## src/rtl/ccu2_serial_sub_pkg.sv

```systemverilog
// Shared types and constants for the 2-bit-per-cycle serial subtractor.
package ccu2_serial_sub_pkg;

  localparam int SLICE = 2;

  typedef enum logic [1:0] {
    ST_IDLE = 2'd0,
    ST_RUN  = 2'd1,
    ST_FIN  = 2'd2
  } state_t;

  typedef struct packed {
    logic [SLICE-1:0] d;
    logic             bout;
  } slice_res_t;

endpackage

```

## src/rtl/ccu2_serial_sub_sub2_slice.sv

```systemverilog
// 2-bit combinational borrow slice: d = a - b - bin, bout set on underflow.
module sub2_slice
  import ccu2_serial_sub_pkg::*;
(
  input  logic [1:0] a,
  input  logic [1:0] b,
  input  logic       bin,
  output logic [1:0] d,
  output logic       bout
);

  logic [2:0] diff;
  slice_res_t res;

  // The extra MSB of the 3-bit difference becomes 1 exactly when the slice underflows.
  assign diff = {1'b0, a} - {1'b0, b} - {2'b00, bin};
  assign res  = '{d: diff[1:0], bout: diff[2]};
  assign d    = res.d;
  assign bout = res.bout;

endmodule

```

## src/rtl/ccu2_serial_sub.sv

```systemverilog
// Serial subtractor: D = A - B - BIN, two bits per cycle, LSB slice first.
module ccu2_serial_sub
  import ccu2_serial_sub_pkg::*;
#(
  parameter int WIDTH = 16
) (
  input  logic             clk,
  input  logic             rst_n,
  input  logic             start,
  input  logic [WIDTH-1:0] a,
  input  logic [WIDTH-1:0] b,
  input  logic             bin,
  output logic             busy,
  output logic             done,
  output logic [WIDTH-1:0] d,
  output logic             bout,
  output logic             zero
);

  localparam int STEPS = WIDTH / SLICE;
  localparam int CNT_W = (STEPS > 1) ? $clog2(STEPS) : 1;
  localparam logic [CNT_W-1:0] CNT_LAST = CNT_W'(STEPS - 1);

  state_t           state_reg;
  logic [WIDTH-1:0] a_reg;
  logic [WIDTH-1:0] b_reg;
  logic [WIDTH-1:0] res_reg;
  logic [WIDTH-1:0] res_next;
  logic             borrow_reg;
  logic [CNT_W-1:0] cnt_reg;
  logic [1:0]       slice_d;
  logic             slice_bout;
  logic             accept;

  sub2_slice u_slice (
    .a    (a_reg[1:0]),
    .b    (b_reg[1:0]),
    .bin  (borrow_reg),
    .d    (slice_d),
    .bout (slice_bout)
  );

  // Each new slice enters at the MSB end, so after STEPS cycles the LSB slice sits at bit 0.
  generate
    if (WIDTH == SLICE) begin : g_res_single
      assign res_next = slice_d;
    end else begin : g_res_shift
      assign res_next = {slice_d, res_reg[WIDTH-1:SLICE]};
    end
  endgenerate

  assign accept = start && (state_reg == ST_IDLE || state_reg == ST_FIN);

  always_ff @(posedge clk or negedge rst_n) begin
    if (!rst_n) begin
      state_reg  <= ST_IDLE;
      a_reg      <= '0;
      b_reg      <= '0;
      res_reg    <= '0;
      borrow_reg <= 1'b0;
      cnt_reg    <= '0;
      busy       <= 1'b0;
      done       <= 1'b0;
      d          <= '0;
      bout       <= 1'b0;
      zero       <= 1'b0;
    end else begin
      done <= 1'b0;
      case (state_reg)
        ST_RUN: begin
          a_reg      <= a_reg >> SLICE;
          b_reg      <= b_reg >> SLICE;
          res_reg    <= res_next;
          borrow_reg <= slice_bout;
          if (cnt_reg == CNT_LAST) begin
            cnt_reg   <= '0;
            state_reg <= ST_FIN;
          end else begin
            cnt_reg <= cnt_reg + 1'b1;
          end
        end
        ST_FIN: begin
          d         <= res_reg;
          bout      <= borrow_reg;
          zero      <= (res_reg == '0);
          done      <= 1'b1;
          state_reg <= ST_IDLE;
          busy      <= 1'b0;
        end
        ST_IDLE: ;
        default: begin
          state_reg <= ST_IDLE;
          busy      <= 1'b0;
        end
      endcase
      // Acceptance in FIN overrides the return to IDLE so back-to-back operations lose no cycle.
      if (accept) begin
        a_reg      <= a;
        b_reg      <= b;
        borrow_reg <= bin;
        res_reg    <= '0;
        cnt_reg    <= '0;
        state_reg  <= ST_RUN;
        busy       <= 1'b1;
      end
    end
  end

endmodule
```

## config.mk

```make
export PLATFORM = sky130hd
export DESIGN_NAME = ccu2_serial_sub
export DESIGN_NICKNAME = d
export VERILOG_FILES = /design/src/rtl/ccu2_serial_sub_pkg.sv /design/src/rtl/ccu2_serial_sub_sub2_slice.sv /design/src/rtl/ccu2_serial_sub.sv
export SDC_FILE = /design/constraint.sdc
export NUM_CORES = 1
export LEC_CHECK = 0
export BUFFER_PORTS_ARGS = -buffer_cell sky130_fd_sc_hd__buf_2
export CAP_MARGIN = 20
export CORE_MARGIN = 4
export CORE_UTILIZATION = 59
export DETAILED_ROUTE_END_ITERATION = 8
export PLACE_DENSITY = 0.84
export RECOVER_POWER = 50
export SLEW_MARGIN = 30
export SYNTH_ARGS = -nofsm -noshare
export SYNTH_HDL_FRONTEND = slang
export SYNTH_SLANG_ARGS = --single-unit
```

## constraint.sdc

```tcl
create_clock -name clk -period 3.3 [get_ports clk]
set_input_delay 0.495 -clock clk [delete_from_list [all_inputs] [get_ports clk]]
set_output_delay 0.495 -clock clk [all_outputs]
set_load 0.005 [all_outputs]
```

==> flow_summary.ini, run 1 <==
[run_status]
outcome = complete, but fails checks
failed_checks = max-capacitance violations, max-slew violations

[synthesis]
syn_nets = 318
synthDistinctLibCells = 30
ys_ff_latch = 74
yosysWarnings = 0
synth_area_leaders = dfrtp_1 (60%), nand2_1 (6.7%), a22o_1 (6.0%)
avgSynthCellArea_um2 = 11.1
yosys.area.top_type = dfrtp_1
yosysSeqAreaShare_pct = 60.3
async_flop_share_pct = 100
synth_ff_type = dfrtp_1
synth_top_area_share_pct = 60.3
syn_area_um2 = 3070
synth_edf_count = 0
synth_cells = 276

[routing]
first_pass_iters = 4
wl_um = 5880
wl_per_cell_um = 14.8
ant_nets = 0
via_count = 2199
drc = 0
drt_iter0_markers = 129
vias_per_cell = 5.53

[worst_hold_path]
holdPathStages = 2
hold_path_class = primary input to flip-flop

[pwr]
max-vdd-ir-drop_v = 0.000636
pwr_density_cell_nw_per_um2 = 1010
p_leak_nw = 1.73

[final_layout]
syn2layout_area_growth_pct = 15.6
diodes = 0
nets = 368
drive_gt1_share_pct = 26.6
fillers = 356

[worst_setup_path]
rr_worst_depth = 3
crit_path_end_kind = flip-flop
cp-start-kind = flip-flop
cp_max_fo = 54
crit_type = flip-flop to flip-flop
arrival_ps = 2490
crit_chain = nand2b_1 -> nand2_1 -> a31oi_1
max_stage_delay_ps = 1370
slowest_stage = nand2b_1
worstPathRequired_ps = 3550

[clock_network]
numCtsBuffers = 9
clockRootBuffer = clkbuf_8
htree_num_levels = 3
cts_setup_buffers = 0
insertion_delay_ps = 330
ctsLongestPathBuffers = 2
cts_resized = 0
path_clk_slew_ps = 70
cts_sinks = 74
cts_tree = built
hold_buffers = 0

[die]
die_y_um = 80.2
die_w_um = 80.2
rows = 25
dieArea_um2 = 6420
initial_utilization_pct = 62.9
core_area_um2 = 4880
io_pins = 56

[sta]
period_share_pct = 67.9
fmax_mhz = 446
drv_slew = 130
setup_viol = 0
slew_headroom_pct = -21.1
fin_skew_ps = 4.17
tns_ps = 0
finalWorstSetupSlack_ps = 1060
rsz0062_at_grt = false
period_needed_ps = 2240
tightest_slew_ps = 1820
finalHoldViolCount = 0

[global_routing]
grt_pass1_vias = 2173
grt_overflow_total = 0
grt_pass1_wl_um = 9960
track_usage_pct = 20.3
grt_max_degree = 75
antenna_found_initial = 0

[place]
dp_slack_ps = 1350
gp_congestion = 0.781
portBuffers = 55
dp_hpwl_um = 3840

[flow_run]
max_cap_viol_count = 2
[cells in the mapped netlist, types with 4 or more instances]
cell,number
a31oi_1,25
nand2_1,55
mux2_2,15
inv_1,6
o21ai_0,4
nor2_1,26
buf_2,11
a22o_1,21
nor4_1,4
dfrtp_1,74
ha_1,4
[critical path, delay by kind of cell (launching register included)]
family / cells / cell delay [ps]
simple gates: 2 / 1520
flops: 1 / 400
compound gates: 1 / 230
[through the flow]
| stage | cell area, um^2 | hold WS, ps | cells | util, % | power, mW |
|---|---|---|---|---|---|
| 2_1_floorplan | 3070 | 199 | 276 | - | 2.56 |
| 3_3_place_gp | 3350 | 462 | 382 | 68.7 | 2.85 |
| 5_1_grt | 3550 | 374 | 398 | 72.7 | 3.88 |
| 6_report | 3550 | 386 | 398 | 72.7 | 3.58 |
| 4_1_cts | 3560 | 313 | 398 | 72.9 | 3.62 |
| 3_5_place_dp | 3350 | 469 | 382 | 68.7 | 2.93 |
[metal layers]
layer,global-route usage (%),vias to the layer above,part of all wire [%]
li1,-,1063,-
met5,0,-,0
met1,28.6,1052,45
met3,4.04,12,5.3
met4,9.97,0,2.2
met2,30.0,72,47
[cells in the final DEF (no fill, tap or decap), drive strengths merged]
cell	count
a21o	1
a221o	1
a22o	21
a22oi	3
a31oi	25
and2	1
and2b	1
buf	56
clkbuf	17
clkinv	1
dfrtp	74
fa	2
ha	4
inv	6
mux2	16
nand2	55
nand2b	3
nand3	3
nand4	1
nor2	27
nor2b	1
nor3	2
nor4	4
o21ai	4
o2bb2ai	1
xor2	1
[cells by family after synthesis]
family | after synthesis | share of synthesized area [%]
and+or+nand+nor | 98 | 13.2
xor gates and xnor gates | 1 | 0.285
AOI/OAI and AO/OA | 56 | 13.3
muxes | 16 | 5.87
DFF | 74 | 60.3
buffers and inverters | 25 | 4.11
adders and majority gates | 6 | 2.93
[power breakdown]
| part | switching [mW] | leakage (nW) | internal [mW] |
|---|---|---|---|
| logic | 0.671 | 0.716 | 0.614 |
| clock network | 0.299 | 0.106 | 0.375 |
| registers | 0.286 | 0.908 | 1.34 |
| total | 1.26 | 1.73 | 2.33 |
[layout make-up]
class / instances / area [um^2] / share of cell area [%]
clock buffers: 15 / 196 / 5.53
multi-input cells: 177 / 1090 / 30.8
repair buffers: 58 / 297 / 8.35
flip-flops and latches: 74 / 1850 / 52.2
inverters: 6 / 22.5 / 0.634
clock inverters: 1 / 5.00 / 0.141
well taps: 67 / 83.8 / 2.36
[worst paths after layout]
path / startpoint / to / slack [ps]
min reg2reg: zero / zero / 480
min: b[15] / b_reg[15] / 390
max reg2reg: state_reg[0] / borrow_reg / 1060
max: state_reg[0] / borrow_reg / 1060
max in group asynchronous: rst_n / b_reg[3] / 1630
min in group asynchronous: rst_n / d[12] / 620
Note: power is estimated with default switching activity, not from simulation.
==> inputs of run 2 (changes only) <==
--- a/config.mk
+++ b/config.mk
@@ -8,9 +8,9 @@
 export BUFFER_PORTS_ARGS = -buffer_cell sky130_fd_sc_hd__buf_2
 export CAP_MARGIN = 20
 export CORE_MARGIN = 4
-export CORE_UTILIZATION = 59
+export CORE_UTILIZATION = 55
 export DETAILED_ROUTE_END_ITERATION = 8
-export PLACE_DENSITY = 0.84
+export PLACE_DENSITY = 0.79
 export RECOVER_POWER = 50
 export SLEW_MARGIN = 30
 export SYNTH_ARGS = -nofsm -noshare
==> constraint.sdc (replaced) <==
create_clock -name clk -period 2.2 [get_ports clk]
set_input_delay 0.33 -clock clk [delete_from_list [all_inputs] [get_ports clk]]
set_output_delay 0.33 -clock clk [all_outputs]
set_load 0.005 [all_outputs]
==> flow_summary.ini, run 2 (synthesized netlist as in run 1, its figures left out) <==
[pwr]
p_leak_nw = 1.74
pwr_density_cell_nw_per_um2 = 1530
max-vdd-ir-drop_v = 0.000817
p_total_mw = 5.49

[global_routing]
grt_max_degree = 48
grt_pass1_vias = 2289
antenna_found_initial = 0
grt_overflow_total = 0
track_usage_pct = 20.3
grt_pass1_wl_um = 10200

[sta]
fmax_mhz = 507
drv_slew = 0
finalWorstSetupSlack_ps = 227
hold_ws_ps = 221
finalHoldViolCount = 0
setup_viol = 0
period_share_pct = 89.7
tns_ps = 0
slew_headroom_pct = 31.5
period_needed_ps = 1970
tightest_slew_ps = 1030
fin_skew_ps = 6.22
rsz0062_at_grt = false

[final_layout]
drive_gt1_share_pct = 26.6
fin_util_pct = 68.2
finalInstanceArea_um2 = 3590
mostFrequentLayoutCell = dfrtp_1
final_cell_mix = dfrtp_1 (74), nand2_1 (55), buf_2 (50)
nets = 373
syn2layout_area_growth_pct = 17.0
stdcell_count = 405
diodes = 0

[worst_setup_path]
r2r_slack_ps = 230
slowest_stage = fa_1
critPathMostFrequentCell = fa_1
crit_type = flip-flop to flip-flop
cp-start-kind = flip-flop
r2r_start = a_reg[0]
crit_path_end_kind = flip-flop
max_stage_delay_ps = 560
crit_chain = fa_1 -> inv_1 -> ha_1 -> nor2_1 -> fa_1 -> o2bb2ai_1
worstReg2RegEnd = res_reg[15]
worstPathRequired_ps = 2460
arrival_ps = 2230
rr_worst_depth = 6
cp_max_fo = 2

[die]
rows = 26
initial_utilization_pct = 58.3
dieArea_um2 = 6840
core_area_um2 = 5270
die_w_um = 82.7
io_pins = 56
die_y_um = 82.7

[clock_network]
numCtsBuffers = 9
cts_tree = built
cts_sinks = 74
path_clk_slew_ps = 70
htree_num_levels = 3
ctsLongestPathBuffers = 2
insertion_delay_ps = 330
clockRootBuffer = clkbuf_8
cts_setup_buffers = 0

[routing]
vias_per_cell = 5.46
first_pass_iters = 4
wl_um = 6320
via_count = 2212
drt_iter0_markers = 135
wl_per_cell_um = 15.6
ant_nets = 0
drc = 0

[worst_hold_path]
hold_path_class = primary input to flip-flop
min_to = b_reg[14]
min_from = b[14]
holdPathStages = 2

[place]
gp_congestion = 0.779
portBuffers = 55
dp_slack_ps = 246
placed_area_um2 = 3400
dp.cells = 389
dp_hpwl_um = 4200

[run_status]
outcome = finished, final reports clean

[flow_run]
max_cap_viol_count = 0
==> run 2: cell types whose count changed in the layout (fill, tap and decap cells not counted), sizes merged <==
cell / change
clkbuf: +2
bufinv: +1
dlygate4sd3: +1
==> run 2: power breakdown <==
part,internal (mW),switching (mW),leakage [nW]
sequential,2.01,0.431,0.908
clock,0.610,0.465,0.106
combinational,0.924,1.06,0.731
==> run 2: per-layer routing <==
layer  wire length (um)  GRT usage [%]
met1               2880           25.4
met2               3030           32.8
met3                307           6.18
met4                104           8.33
met5                  0              0
==> run 2: area by class of cell <==
| type | count | area (um^2) |
|---|---|---|
| inverter | 6 | 22.5 |
| sequential | 74 | 1850 |
| fill | 432 | 1680 |
| tap | 70 | 87.6 |
| timing repair buffer | 63 | 333 |
| clock inverter | 2 | 35.0 |
| multi-input combinational | 177 | 1100 |
| clock buffer | 13 | 169 |
==> run 2: worst max path at each step <==
stage,slack (ps),cells after the start,start,endpoint
floorplan,350,6,a_reg[0],res_reg[15]
global placement,340,6,a_reg[0],res_reg[15]
CTS,230,6,a_reg[0],res_reg[15]
finish,230,6,a_reg[0],res_reg[15]
global route,120,3,rst_n,a_reg[2]
detailed placement,250,6,a_reg[0],res_reg[15]
==> run 2: repair_timing <==
| action | in CTS | in global routing |
|---|---|---|
| endpoints found under the hold margin | 41 | 0 |
| resized for setup | 0 | 0 |
| hold buffers | 1 | 0 |
==> run 2: critical path, delay by kind of cell (launching register included) <==
family                   cells  cell delay, ps
AO/OA/AOI/OAI                1             140
AND/OR/NAND/NOR              1             130
flip-flops                   1             400
adder cells (fa/ha/maj)      3            1160
buffers and inverters        1              50
==> inputs of run 3 (changes only) <==
--- a/config.mk
+++ b/config.mk
@@ -8,9 +8,9 @@
 export BUFFER_PORTS_ARGS = -buffer_cell sky130_fd_sc_hd__buf_2
 export CAP_MARGIN = 20
 export CORE_MARGIN = 4
-export CORE_UTILIZATION = 55
+export CORE_UTILIZATION = 45
 export DETAILED_ROUTE_END_ITERATION = 8
-export PLACE_DENSITY = 0.79
+export PLACE_DENSITY = 0.67
 export RECOVER_POWER = 50
 export SLEW_MARGIN = 30
 export SYNTH_ARGS = -nofsm -noshare
==> flow_summary.ini, run 3 (synthesized netlist as in run 1, its figures left out) <==
[run_status]
outcome = finished, final reports clean

[worst_setup_path]
arrival_ps = 2180
cp-start-kind = flip-flop
crit_type = flip-flop to flip-flop
worstPathRequired_ps = 2460
crit_path_end_kind = flip-flop
cp_max_fo = 2

[sta]
tightest_slew_ps = 1020
hold_ws_ps = 226
period_needed_ps = 1920
fin_skew_ps = 4.27
fmax_mhz = 521
tns_ps = 0
setup_viol = 0
finalHoldViolCount = 0
period_share_pct = 87.2
rsz0062_at_grt = false
slew_headroom_pct = 32.0
drv_slew = 0

[die]
die_y_um = 90.6
rows = 29
initial_utilization_pct = 47.3
io_pins = 56
core_area_um2 = 6490
die_w_um = 90.6
dieArea_um2 = 8210

[clock_network]
cts_tree = built
cts_resized = 0
numCtsBuffers = 9
insertion_delay_ps = 340
path_clk_slew_ps = 70
ctsLongestPathBuffers = 2
htree_num_levels = 3
clockRootBuffer = clkbuf_8
cts_sinks = 74

[global_routing]
grt_max_degree = 48
antenna_found_initial = 0
grt_pass1_vias = 2302
track_usage_pct = 16.9
grt_overflow_total = 0
grt_pass1_wl_um = 11100

[final_layout]
drive_gt1_share_pct = 25.6
final_cell_mix = dfrtp_1 (74), nand2_1 (55), buf_2 (49)
diodes = 0
nets = 374
mostFrequentLayoutCell = dfrtp_1
syn2layout_area_growth_pct = 17.5
fillers = 579

[routing]
drt_iter0_markers = 88
wl_um = 6370
via_count = 2253
vias_per_cell = 5.46
first_pass_iters = 4
drc = 0
wl_per_cell_um = 15.4
ant_nets = 0

[flow_run]
max_cap_viol_count = 0

[pwr]
pwr_density_cell_nw_per_um2 = 1490
max-vdd-ir-drop_v = 0.000682
p_leak_nw = 1.74

[place]
dp_hpwl_um = 4240
gp_congestion = 0.769
portBuffers = 55

[worst_hold_path]
hold_path_class = primary input to flip-flop
run 3: changes by cell type in the layout (fill, tap and decap cells not counted):
cell | before | now
nand2b_2 | 1 | 0
nor2_2 | 1 | 0
nand2b_1 | 2 | 3
clkinv_2 | 1 | 2
clkbuf_1 | 5 | 8
buf_4 | 6 | 3
clkbuf_2 | 1 | 3
clkbuf_8 | 12 | 10
nor2_4 | 0 | 1
clkbuf_4 | 1 | 0
buf_2 | 50 | 49
buf_12 | 0 | 2
run 3: timing repair:
action / 4_1_cts / 5_1_grt
hold buffers: 1 / 0
setup buffers: 0 / 0
hold endpoints to repair: 38 / 0
run 3: layer usage:
layer / part of all wire [%] / vias up / global-route usage, %
met5: 0 / - / 0
met4: 1.9 / 0 / 7.65
met3: 3.9 / 13 / 3.17
met2: 47 / 43 / 26.0
met1: 47 / 1126 / 23.1
li1: - / 1071 / -
run 3: power by group:
group          total [mW]  switching [mW]  internal (mW)
Sequential           2.43           0.423           2.01
Combinational        1.96            1.03          0.926
Clock                1.00           0.458          0.546
Total                5.39            1.91           3.48
run 3: path summary, 6_finish.rpt:
check | from | endpoint | slack [ps] | cells past startpoint
worst min register to register | zero | zero | 480 | 2
max in group asynchronous | rst_n | done | 510 | 3
worst max-delay path | a_reg[0] | res_reg[15] | 280 | 6
worst max register to register | a_reg[0] | res_reg[15] | 280 | 6
worst min-delay path | b[15] | b_reg[15] | 230 | 2
min in group asynchronous | rst_n | d[3] | 700 | 2
run 3: per-stage QoR:
| step | setup slack, ps | cells | power, mW | cell area (um^2) | utilization (%) |
|---|---|---|---|---|---|
| 5_1_grt | 115 | 413 | 5.88 | 3610 | 55.6 |
| 2_1_floorplan | 352 | 276 | 3.84 | 3070 | - |
| 3_3_place_gp | 331 | 397 | 4.35 | 3430 | 52.8 |
| 3_5_place_dp | 269 | 397 | 4.43 | 3430 | 52.8 |
| 6_report | 282 | 413 | 5.39 | 3610 | 55.6 |
| 4_1_cts | 263 | 413 | 5.46 | 3620 | 55.8 |
run 3: critical path: stages (launching register included):
cell       delay, ps
dfrtp_1          400
fa_1             560
inv_1             50
ha_1             170
nor2_1           130
fa_1             420
o2bb2ai_1        130
run 3: cell type report:
type | instances | area, um^2 | share of cell area, %
sequential | 74 | 1850 | 51.3
multi-input combinational | 177 | 1100 | 30.4
timing repair buffer | 64 | 355 | 9.84
clock buffer | 12 | 145 | 4.02
tap | 77 | 96.3 | 2.67
clock inverter | 3 | 40.0 | 1.11
inverter | 6 | 22.5 | 0.624
